===== src/rtl/dti_arb_pkg.sv =====
// Shared types and helpers for the dti round-robin arbiter.
package dti_arb_pkg;

  typedef enum logic [1:0] {
    IDLE = 2'd0,
    HOLD = 2'd1,
    LOCK = 2'd2
  } arb_state_t;

  // Modulo-num increment; keeps the pointer inside 0..num-1 for any num.
  function automatic int unsigned rr_next(input int unsigned ptr, input int unsigned num);
    return (ptr + 32'd1 >= num) ? 32'd0 : ptr + 32'd1;
  endfunction

endpackage


===== src/rtl/rr_prio_enc.sv =====
// Rotating priority encoder: first set request at or after ptr, wrapping modulo NUM.
// Purely combinational, no backpressure of its own.
module rr_prio_enc #(
  parameter int NUM  = 4,
  parameter int W_ID = $clog2(NUM)
) (
  input  logic [NUM-1:0]  req_i,
  input  logic [W_ID-1:0] ptr_i,
  output logic [W_ID-1:0] gnt_idx_o,
  output logic            any_o
);

  logic [W_ID-1:0] idx;

  // Scan from the farthest offset down so the nearest request is written last.
  always_comb begin
    gnt_idx_o = '0;
    any_o     = 1'b0;
    idx       = '0;
    for (int k = NUM - 1; k >= 0; k--) begin
      idx = W_ID'((int'(ptr_i) + k) % NUM);
      if (req_i[idx]) begin
        gnt_idx_o = idx;
        any_o     = 1'b1;
      end
    end
  end

endmodule


===== src/rtl/dti_rr_arb.sv =====
// Round-robin arbiter of NUM dti requesters onto one producer, tagged {id, data}; 0-cycle forward path.
// Backpressure: dout ready goes only to the granted requester; grant is held while stalled or inside a locked packet.
module dti_rr_arb
  import dti_arb_pkg::*;
#(
  parameter int NUM      = 4,
  parameter int W_DIN    = 16,
  parameter int LOCK_EOT = 0,
  parameter int W_ID     = $clog2(NUM)
) (
  input  logic                   clk,
  input  logic                   rst,
  input  logic [NUM-1:0]         din_vld_i,
  input  logic [NUM*W_DIN-1:0]   din_dat_i,
  output logic [NUM-1:0]         din_rdy_o,
  output logic                   dout_vld_o,
  output logic [W_ID+W_DIN-1:0]  dout_dat_o,
  input  logic                   dout_rdy_i,
  output logic [W_ID-1:0]        ptr_o,
  output logic [1:0]             state_o
);

  arb_state_t      state_q, state_d;
  logic [W_ID-1:0] owner_q, owner_d;
  logic [W_ID-1:0] ptr_q, ptr_d;
  logic [W_ID-1:0] sel, cur, cur_nxt;
  logic            any, cur_vld, xfer, eot;
  logic [W_DIN-1:0] cur_dat;

  rr_prio_enc #(
    .NUM  (NUM),
    .W_ID (W_ID)
  ) u_prio (
    .req_i     (din_vld_i),
    .ptr_i     (ptr_q),
    .gnt_idx_o (sel),
    .any_o     (any)
  );

  // Outside IDLE the owner is pinned so dout cannot change under a stall.
  assign cur     = (state_q == IDLE) ? sel : owner_q;
  assign cur_vld = (state_q == IDLE) ? any : din_vld_i[cur];
  assign cur_dat = din_dat_i[int'(cur)*W_DIN +: W_DIN];
  assign cur_nxt = W_ID'(rr_next(int'(cur), NUM));
  assign eot     = cur_dat[W_DIN-1];

  assign dout_vld_o = cur_vld & ~rst;
  assign dout_dat_o = {cur, cur_dat};
  assign xfer       = dout_vld_o & dout_rdy_i;

  always_comb begin
    din_rdy_o = '0;
    if (cur_vld && !rst) begin
      din_rdy_o[cur] = dout_rdy_i;
    end
  end

  always_comb begin
    state_d = state_q;
    owner_d = owner_q;
    ptr_d   = ptr_q;
    unique case (state_q)
      IDLE, HOLD: begin
        if (xfer) begin
          if (LOCK_EOT == 0 || eot) begin
            ptr_d   = cur_nxt;
            state_d = IDLE;
          end else begin
            owner_d = cur;
            state_d = LOCK;
          end
        end else if (state_q == IDLE && any) begin
          owner_d = sel;
          state_d = HOLD;
        end
      end
      LOCK: begin
        if (xfer && eot) begin
          ptr_d   = cur_nxt;
          state_d = IDLE;
        end
      end
      default: state_d = IDLE;
    endcase
  end

  always_ff @(posedge clk) begin
    if (rst) begin
      state_q <= IDLE;
      owner_q <= '0;
      ptr_q   <= '0;
    end else begin
      state_q <= state_d;
      owner_q <= owner_d;
      ptr_q   <= ptr_d;
    end
  end

  assign ptr_o   = ptr_q;
  assign state_o = state_q;

endmodule


===== config.mk =====
export PLATFORM = sky130hd
export DESIGN_NAME = dti_rr_arb
export DESIGN_NICKNAME = d
export VERILOG_FILES = /design/src/rtl/dti_arb_pkg.sv /design/src/rtl/rr_prio_enc.sv /design/src/rtl/dti_rr_arb.sv
export SDC_FILE = /design/constraint.sdc
export NUM_CORES = 1
export LEC_CHECK = 0
export ABC_AREA = 0
export CAP_MARGIN = 20
export CORE_ASPECT_RATIO = 0.8
export CORE_MARGIN = 4
export CORE_UTILIZATION = 32
export CTS_CLUSTER_DIAMETER = 120
export CTS_CLUSTER_SIZE = 40
export DETAILED_ROUTE_END_ITERATION = 10
export GPL_ROUTABILITY_DRIVEN = 0
export GPL_TIMING_DRIVEN = 0
export PLACE_DENSITY_LB_ADDON = 0.05
export SYNTH_ARGS = -nofsm -noshare
export SYNTH_HDL_FRONTEND = slang
export SYNTH_SLANG_ARGS = --single-unit

===== constraint.sdc =====
create_clock -name clk -period 2.2 [get_ports clk]
set_clock_uncertainty 0.15 [all_clocks]
set_input_delay 0.22 -clock clk [delete_from_list [all_inputs] [get_ports clk]]
set_output_delay 0.22 -clock clk [all_outputs]
set_load 0.1 [all_outputs]

==> After elaboration in Yosys (flattened, before gate mapping) <==
Cells that the tools add are included.
{ "op_classes": {"addsub": 4, "order_cmp": 7, "eq_ne": 5, "shifts": 1, "muxes": 31, "bitwise_logic": 5, "n_reduce_logical": 11} }
{ "ops": {"columns": ["cell", "count"], "rows": [
  ["$shiftx 64x7->16", 1],
  ["$mux 2", 11],
  ["$lt 2x3->1 const B", 5],
  ["$mux 1", 11],
  ["$bmux 1 s2", 5],
  ["$pmux 2 s2", 2],
  ["$reduce_and 3->1", 2],
  ["$add 2x2->2 const B", 2],
  ["$and 4x4->4", 1],
  ["$logic_and 1x1->1", 4],
  ["$mux 4", 1],
  ["$ne 2x2->1 const B", 2],
  ["$add 2x1->3 const B", 1],
  ["$ge 3x3->1 const B", 1],
  ["$ne 3x3->1 const B", 1],
  ["$add 2x1->2 const B", 1],
  ["$and 1x1->1", 2],
  ["$demux 1 s2", 1],
  ["$eq 2x1->1 const B", 1],
  ["$eq 2x2->1 const B", 1],
  ["$ge 2x1->1 const B", 1],
  ["$logic_not 2->1", 1],
  ["$not 1->1", 2],
  ["$reduce_and 2->1", 1],
  ["3 further kinds", 3]
]} }
{ "word_totals": {"reg_bits": 6, "input_bits": 71, "output_inout_bits": 27, "elab_cells": 67} }

==> Depth between registers and ports, before layout <==
{ "logic_depth": {"depth_word": 16, "ltp_mapped": 8, "mapped_depth_nobuf": 6} }

==> Cells and area by module <==
A second synthesis with hierarchy kept.
{ "hier_totals": {"hier_cells": 158, "hier_area_um2": 973.4} }
{ "modules_own_cells": {"columns": ["mod", "instances", "cells_each", "area_each_um2"], "rows": [
  ["dti_rr_arb", 1, 145, 895.9],
  ["rr_prio_enc", 1, 13, 77.6]
]} }

==> Worst setup path after synthesis <==
OpenSTA, ideal clock, no wires.
{ "synth_path": {"path_kind": "register to output", "from": "register ptr_q[0] (netlist: ptr_o[0])", "to": "output dout_dat_o[10]", "arrival_time_ns": 3.192, "required_ns": 1.830, "slack_ns": -1.362, "stages_incl_launch_ff": 7, "path_cell_list": "dfxtp_1 -> nor2b_1 -> o21a_1 -> nor3_4 -> buf_2 -> nand2_1 -> a22oi_2"} }
{ "synth_via": {"elab_chain_len": 9, "word_cells_on_any_way": 17, "classes_between": "3 x add/sub; 1 x shift; 13 x mux"} }
{ "synth_lines": {"columns": ["element", "line_no", "rtl"], "rows": [
  ["from (decl)", "dti_rr_arb.sv:25", "logic [W_ID-1:0] ptr_q, ptr_d;"],
  ["from (signal assigned)", "dti_rr_arb.sv:95", "ptr_q <= ptr_d;"],
  ["$add 2x2->2", "rr_prio_enc.sv:21", "idx = W_ID'((int'(ptr_i) + k) % NUM);"],
  ["$bmux 1 s2", "rr_prio_enc.sv:22", "if (req_i[idx]) begin"],
  ["$mux 1 (implied by the code)", "rr_prio_enc.sv:22", null],
  ["$mux 2 (3 in series)", "rr_prio_enc.sv:22", null],
  ["$mux 2 (*)", "rr_prio_enc.sv:22", null],
  ["$mux 2 (*)", "dti_rr_arb.sv:41", "assign cur = (state_q == IDLE) ? sel : owner_q;"],
  ["named net dout_dat_o[17]", "dti_rr_arb.sv:17", "output logic [W_ID+W_DIN-1:0] dout_dat_o,"],
  ["$shiftx 64x7->16 (*)", "dti_rr_arb.sv:43", "assign cur_dat = din_dat_i[int'(cur)*W_DIN +: W_DIN];"],
  ["to (decl)", "dti_rr_arb.sv:17", null]
]} }
Mark *: on every way through the listed nets, which the timed path passes. The rest lies on a longest branch. The select of a mux whose other input is x is not followed.

==> Worst setup path after layout <==
{ "layout_path": {"from": "register ptr_q[0] (netlist: ptr_o[0])", "to": "output dout_dat_o[3]"} }
{ "layout_via": {"elab_chain_len": 9, "word_cells_on_any_way": 17, "classes_between": "3 x add/sub; 1 x shift; 13 x mux"} }
{ "layout_lines": {"columns": ["element", "line_no"], "rows": [
  ["$add 2x2->2", "rr_prio_enc.sv:21"],
  ["$bmux 1 s2", "rr_prio_enc.sv:22"],
  ["$mux 1 (implied by the code)", "rr_prio_enc.sv:22"],
  ["$mux 2 (3 in series)", "rr_prio_enc.sv:22"],
  ["$mux 2 (*)", "rr_prio_enc.sv:22"],
  ["$mux 2 (*)", "dti_rr_arb.sv:41"],
  ["$shiftx 64x7->16 (*)", "dti_rr_arb.sv:43"]
]} }
Every way passes the cells marked *; elsewhere a longest branch is shown, timed or not. The select of a mux whose other input is x is not followed.

==> results.txt <==
The worst register-to-register path ends at ptr_o[1]. Of the post-synthesis cell area, the dominant cell type holds 17.8%. The tree is rooted in a sky130_fd_sc_hd__clkbuf_8.

The run finished, with violations left. The startpoint of the most critical register-to-register path was ptr_o[0]. The run gives 0 as the count of pins over their slew limit.

The logs give 221 for the post-synth net total and 0 for the number of warnings printed during yosys synthesis. The critical path class is reg2out. The first global-routing pass estimated 7520 um of wire. The wire length after detailed routing was 5190 um; the via density per instance was 5.17. Counting flops with a built-in enable in the synthesized netlist gives 0. For the H-tree depth, the log shows 1. Most used standard cell by instance count after synthesis: sky130_fd_sc_hd__nand2_1.

Dividing total power by cell area gives a power density of 844 nW/um^2. The clock reaches the later pin of the worst-skew pair after 0.22 ns. The average cell area after synthesis is 7.69 um^2. In this run the tightest slew margin relative to its limit is 33.6%. The share of final-layout standard cells stronger than drive strength 1 is 45.2%. The floorplan row count is 18. After synthesis the netlist holds a flip-flop and latch count of 5.

The floorplan step set the die width to 74.2 um. By count the netlist is led by sky130_fd_sc_hd__nand2_1 (37), sky130_fd_sc_hd__a21oi_1 (22), sky130_fd_sc_hd__a22oi_2 (16), sky130_fd_sc_hd__a21oi_2 (13), sky130_fd_sc_hd__nor2_1 (8). The repair_antennas step left the layout with diodes totalling 0. The run gives -0.193 ns as the worst setup margin. The run gives 337 as the number of nets in the finished design. The tools report the launching element of the worst setup path as ptr_o[0]. For the multi-input combinational cell area, the log shows 997 um^2. For the number of optimization iterations in the first detailed-route pass, the log shows 4. The depth of the worst register-to-register path is 8, and the number of buffers added to fix hold violations after cts is 0. The run gives 1120 um^2 as the netlist area before placement. The tools report the number of fillers in the final layout as 180. The clock net in this run drives a total of 5 sinks. Data on the critical path arrives at its endpoint at 2.02 ns.

Overall power consumption after layout is estimated at 2290 uW. VDD sags by at most 0.724 mV. Subtracting the final worst setup slack from the clock period gives 2.39 ns. The share of power burned in combinational logic was 87.5%. The register-to-register setup slack was 0.27 ns; the data required time at the worst endpoint was 1.83 ns. Summed over all cells, the static leakage comes to 0.00108 uW. The final reports fail on setup timing.

Capturing element of the worst setup path: dout_dat_o[3]. The cell taking the most area after synthesis is sky130_fd_sc_hd__a22oi_2. The worst hold path stage count works out to 2.

After global routing the overflow that remains totals 0. Of the total power, the clock network draws 7.5%. The maximum number of pins on one net before global-route repair came out at 13. Along the worst path, the maximum fanout reaches 10. The synthesized netlist contains 36 unique library cells. The detail route stage leaves a number of antenna-violating nets equal to 0. 98 I/O pins were placed.

The count of buffers inserted at the top-level ports was 96; the number of max-cap violations was 0. TritonCTS built the clock tree. The commonest register cell after synthesis is sky130_fd_sc_hd__dfxtp_1. By area the synthesized netlist is led by sky130_fd_sc_hd__a22oi_2 (18%), sky130_fd_sc_hd__nand2_1 (12%), sky130_fd_sc_hd__a21oi_2 (10%).

The global-route usage over all layers is 21.7%, and the core area is 3220 um^2. Setup violations remaining at the end of the flow were counted as 20. Setup repair after global routing could not meet its margin everywhere.

The floorplan step set the die height to 61.0 um. The estimated wirelength of the detail-placed design came out at 3560 um. The wire length per cell after detailed routing was 17.2 um; the DRC marker count from the first detailed-route iteration was 120. The logs give 0.418 GHz for the fmax and 111 um^2 for the area taken by flip-flops and latches. The run gives 1598 as the number of global-route vias before repair.

The endpoint kind of the worst setup timing path was an output port. After synthesis, the share of flip-flops with an asynchronous set or reset is 0%. The run gives 0 as the number of hold-slack violations in the final timing report.

The type of element launching the critical path was a flip-flop. The number of vias after detailed routing was 1555. For this configuration, the core starts out at a cell density of 34.8%. In the final timing run, aggregate negative setup slack is -3.17 ns. The internal power summed over all cells came out at 1030 uW. The min-delay analysis places its worst path in the category reg2reg. Relative to the synthesized area, the layout overhead comes to 142%. The switching power was 1270 uW. The logs give 0 for the number of antenna violations at the first check in global routing and 5.0% for the share of power burned in registers.

After synthesis, flip-flops and latches occupy 8.92% of the total area. The actual transition at the worst max-transition pin is 0.994 ns. For this run, design rule violations remaining after detail routing come to 0. After layout, the worst path uses 109% of the clock period. The number of CTS-inserted buffers is 3, and the clock tree buffer depth is 2. The switching portion of total power works out to 55.2%. Clock-pin slew was measured on the worst setup and hold paths at 0.04 ns. The die covers 4520 um^2.

After technology mapping, the gate count stands at 146.
==> layout make-up <==
cell class,instances,share of cell area [%]
inverters,3,1.34
plain buffers,10,5.44
multi-input cells,128,36.7
flip-flops and latches,5,4.10
clock buffers,4,1.66
well taps,40,1.84
repair buffers,111,48.9
==> cells by family (layout without fill, tap and decap cells) <==
logic type	after synthesis	in the layout	share of synthesized area (%)
adder cells (fa/ha/maj)	4	4	4.46
buffers and inverters	13	128	11.5
flip-flops	5	5	8.92
other	1	1	0.334
multiplexers	2	2	2.90
AND/OR/NAND/NOR	62	62	26.9
AO/OA/AOI/OAI	59	59	45.0
==> stage by stage <==
| stage | area [um^2] | hold WS [ns] | std cells | util [%] | setup slack, ns |
|---|---|---|---|---|---|
| finish | 2710 | 0.343 | 301 | 84.3 | -0.193 |
| CTS | 2560 | 0.328 | 296 | 79.5 | -0.224 |
| global route | 2710 | 0.354 | 301 | 84.3 | -0.267 |
| floorplan | 1190 | 0.133 | 146 | - | -0.649 |
| global placement | 2200 | 0.330 | 282 | 68.2 | -1.32 |
| detailed placement | 2200 | 0.324 | 282 | 68.2 | -1.36 |
==> repair_timing <==
| action | CTS | global route |
|---|---|---|
| gates cloned | 2 | 1 |
| pin swaps | 12 | 13 |
| buffers inserted | 9 | 4 |
| endpoints found under the setup margin | 23 | 22 |
| gates resized for setup | 209 | 28 |
==> flip-flops by register name, indices dropped and copies added, names as in the netlist <==
register / count
owner_q: 2
ptr_o: 2
state_o: 1
==> worst min path at each step <==
| stage | from | to | slack [ns] |
|---|---|---|---|
| floorplan | rst | ptr_o[0] | 0.13 |
| finish | owner_q[1] | owner_q[1] | 0.34 |
| global route | owner_q[1] | owner_q[1] | 0.35 |
| CTS | owner_q[1] | owner_q[1] | 0.33 |
| global placement | owner_q[1] | owner_q[1] | 0.33 |
| detailed placement | owner_q[1] | owner_q[1] | 0.32 |
==> per-layer routing <==
layer / track usage (%) / vias to the layer above / part of all wire, %
li1: - / 750 / -
met1: 26.1 / 700 / 37
met2: 37.5 / 94 / 52
met3: 5.30 / 11 / 9.3
met4: 8.63 / 0 / 1.7
met5: 0 / - / 0
==> cell usage in the layout, fill, tap and decap left out, drive strengths merged <==
master / count
o21a: 1
nor2b: 5
ha: 4
o21ai: 2
a22oi: 16
clkbuf: 5
o21bai: 2
clkinv: 2
clkdlybuf4s15: 1
nor2: 8
a32o: 1
clkdlybuf4s50: 67
mux4: 1
nand2b: 1
a21oi: 35
a2111oi: 1
nor3: 1
or3: 2
nand2: 38
dfxtp: 5
and2: 4
or4: 1
inv: 1
dlymetal6s2s: 1
dlygate4sd2: 4
a211oi: 1
and2b: 1
mux2i: 1
conb: 1
buf: 47
nor3b: 1
==> worst max-delay path, cell delays in order, from the launching register on <==
cell and delay, ns:
sky130_fd_sc_hd__dfxtp_4 0.35, sky130_fd_sc_hd__and2b_2 0.25, sky130_fd_sc_hd__a2111oi_4 0.25, sky130_fd_sc_hd__nor3_4 0.09, sky130_fd_sc_hd__buf_6 0.14, sky130_fd_sc_hd__clkinv_8 0.07
sky130_fd_sc_hd__buf_12 0.14, sky130_fd_sc_hd__a21oi_2 0.06, sky130_fd_sc_hd__a22oi_2 0.21, sky130_fd_sc_hd__buf_12 0.21
==> power groups by stage <==
stage | clock (uW) | sequential [uW] | combinational, uW
final | 172 | 114 | 2000
after global routing | 187 | 116 | 2080
after CTS | 175 | 113 | 1880
after detailed placement | 0 | 118 | 1590
after global placement | 0 | 117 | 1580
after floorplan | 0 | 157 | 1150
Power figures use the tool's default switching activity.
==> RTL change 1: new RTL, same flow settings <==
Set the parameter `LOCK_EOT` to 1 (it was 0).
--- a/src/rtl/dti_rr_arb.sv
+++ b/src/rtl/dti_rr_arb.sv
@@ -7,3 +7,3 @@
   parameter int W_DIN    = 16,
-  parameter int LOCK_EOT = 0,
+  parameter int LOCK_EOT = 1,
   parameter int W_ID     = $clog2(NUM)
Check against the original RTL: not equivalent (Yosys sat finds a counterexample within 4 cycles, from zero or initial values and one cycle with rst high).
==> RTL change 1 against the original RTL <==
The flow now stops in clock tree synthesis. Area after synthesis grew 6.2%.
==> RTL change 1: results (changes against the original RTL) <==
stage,metric,value,unit,change
run_status,status,did not finish,,
run_status,lastStage,clock tree synthesis,,
run_status,error,[ERROR DPL-0033] detailed placement checks failed during check placement.,,
synth,synth_ff_type,dfxtp_1,,
synth,ys_async_sr_fraction,0,%,unchanged
synth,ys_seq_area_share,10.07,%,+1.2 points
synth,synthMuxAreaShare,0.8395,%,-2.1 points
synth,yosys-top-cells-count,"nand2_1, a31oi_1, and3_1",,
clock_tree,clock-sinks,6,,+1
synth,synth_compound_area_share,35.36,%,-9.7 points
synth,synth_nets,272,,+23%
placed_design,place.port_buffers,95,,-1.0%
placed_design,placed_area,2569,sq um,+17%
synth,yosys-top-cells-area,"nand2_1, dfxtp_1, a31oi_1, and3_1, a21oi_1",,
synth,synthAdderAreaFrac,4.197,%,-0.26 points
clock_tree,clockRootBuffer,clkbuf_8,,
clock_tree,cts_buffers,3,,unchanged
clock_tree,cts_resized,282,,+35%
clock_tree,cts_buffer_depth,2,,unchanged
synth,synthXorXnorAreaFrac,0,%,unchanged
synth,yosysWarnings,0,,unchanged
placed_design,dpl.hpwl,4.407,mm,+24%
clock_tree,post_cts_buffers,35,,+26
synth,synth.distinct_cells,39,,+8.3%
clock_tree,h-tree-depth,1,,unchanged
==> RTL change 1: changes by cell type after synthesis, sizes merged, moves of 8 or more <==
| cell | change |
|---|---|
| a22oi | -16 |
| a31oi | +17 |
| a21oi | -24 |
| buf | -8 |
| and3 | +15 |
| nand2 | +25 |
| clkbuf | +12 |
==> RTL change 1: cells by family after synthesis <==
logic type	Yosys count
and+or+nand+nor	107
AOI/OAI and AO/OA	57
DFF	6
adders and majority gates	4
buffers and inverters	22
muxes	1
==> RTL change 1: through the flow <==
step / cells / hold WS (ns) / setup WS [ns]
after floorplan: 197 / 0.1294 / -0.6820
after global placement: 334 / 0.3294 / -1.954
after detailed placement: 334 / 0.3249 / -2.046
==> RTL change 2: new RTL, same settings <==
Made on the original files. `NUM` is set to 4 in 2 places; all go to 8.
--- a/src/rtl/rr_prio_enc.sv
+++ b/src/rtl/rr_prio_enc.sv
@@ -3,3 +3,3 @@
 module rr_prio_enc #(
-  parameter int NUM  = 4,
+  parameter int NUM  = 8,
   parameter int W_ID = $clog2(NUM)
--- a/src/rtl/dti_rr_arb.sv
+++ b/src/rtl/dti_rr_arb.sv
@@ -5,3 +5,3 @@
 #(
-  parameter int NUM      = 4,
+  parameter int NUM      = 8,
   parameter int W_DIN    = 16,
Ports: changed (5 resized); port bits go from 98 to 172. The function was not compared with the original's and may differ.
==> RTL change 2 against the original RTL <==
Worst setup slack lost 2.0 ns. Area after synthesis grew 130%. Core utilization shrank 2.8 points. The flow still finishes with violations (negative setup slack). Register-to-register slack lost 2.1 ns. Critical path type unchanged. Final area grew 130%. Synthesized cell count grew 99%. Sequential cell count grew 2. Wire length grew to 2.7 times the old value.
Power is not shown: default switching activity piles up to over one toggle a cycle in this logic, so the estimate is an artifact.
==> RTL change 2: results (changes against the original RTL) <==
stage,metric,value,unit,change
global_routing,grt_max_degree,11,,-2
sta,setup_viol,35,,+75%
synth,ys_seq_area_share,5.539,%,-3.4 points
critical_path,timing.rr.end,ptr_o[0]$_SDFFE_PP0P_,,
run_status,status,"finished, violations left",,
run_status,violations,negative setup slack,,
detailed_routing,dr_wl_met2,7.073,mm,+160%
global_routing,grt_usage,26.49,%,+4.8 points
clock_tree,post_cts_buffers,33,,+24
critical_path,rr_worst_depth,15,,+7
synth,synth_nets,433,,+96%
detailed_routing,dr.pass1.iters,5,,+1
critical_path,arrival,4.03,ns,+2.01 ns
critical_path,reg2reg_slack,-1.83,ns,-2.10 ns
final_layout,nFillCells,424,,+140%
critical_path,crit_end,din_rdy_o[2],,
global_routing,grt_pass1_wl,19.61,mm,+160%
hold_path,worstHoldStart,owner_q[0]$_SDFFE_PP0P_,,
detailed_routing,wl_met3,1.444,mm,+200%
final_layout,buf_share,43.35,%,-11 points
detailed_routing,vias_per_cell,5.989,,+16%
floorplan,rows,28,,+10
detailed_routing,drtIter0Drc,247,,+110%
global_routing,grtUsageMet3,7.664,%,+2.4 points
sta,hold_ws,0.4273,ns,+0.08451 ns
sta,setup_slack,-2.205,ns,-2.012 ns
final_layout,sh_seq_area,2.425,%,-1.7 points
final_layout,n_all_inverters,10,,+7
synth,yosys-top-cells-area,"a22oi_1, mux2_2, mux4_2, mux2i_1, dfxtp_1",,
global_routing,grt_pass1_vias,3728,,+130%
synth,synthMuxAreaShare,31.01,%,+28 points
synth,synth.distinct_cells,69,,+92%
synth,synth_compound_area_share,38.28,%,-6.8 points
clock_tree,insertion_delay,0.24,ns,+0.02 ns
critical_path,critical_path.max_fanout,7,,-3
-- RTL change 2: cell types whose count changed in the layout (fill, tap and decap cells not counted), sizes merged, moves of 16 or more --
cell / before / now
clkdlybuf4s50: 67 / 136
buf: 47 / 90
a21oi: 35 / 6
mux2: 0 / 28
nand2: 38 / 12
a22oi: 16 / 40
mux2i: 1 / 21
nor2: 8 / 24
-- RTL change 2: through the flow --
step | setup slack [ns] | TNS [ns]
after floorplan | -2.483 | -65.85
after global placement | -3.280 | -96.32
after detailed placement | -3.334 | -97.20
after CTS | -2.142 | -63.63
after global routing | -2.295 | -69.65
final | -2.205 | -66.20
-- RTL change 2: worst max-delay path, stage by stage (launching register included) --
cell and delay, ns:
dfxtp_4 0.36, buf_12 0.10, clkinvlp_4 0.11, ha_4 0.31, buf_8 0.12, mux4_2 0.35
mux2_4 0.31, a22o_4 0.26, a41oi_4 0.22, o221ai_4 0.22, and4b_2 0.34, o41ai_4 0.48
nor2_4 0.10, nor4b_4 0.23, buf_6 0.26
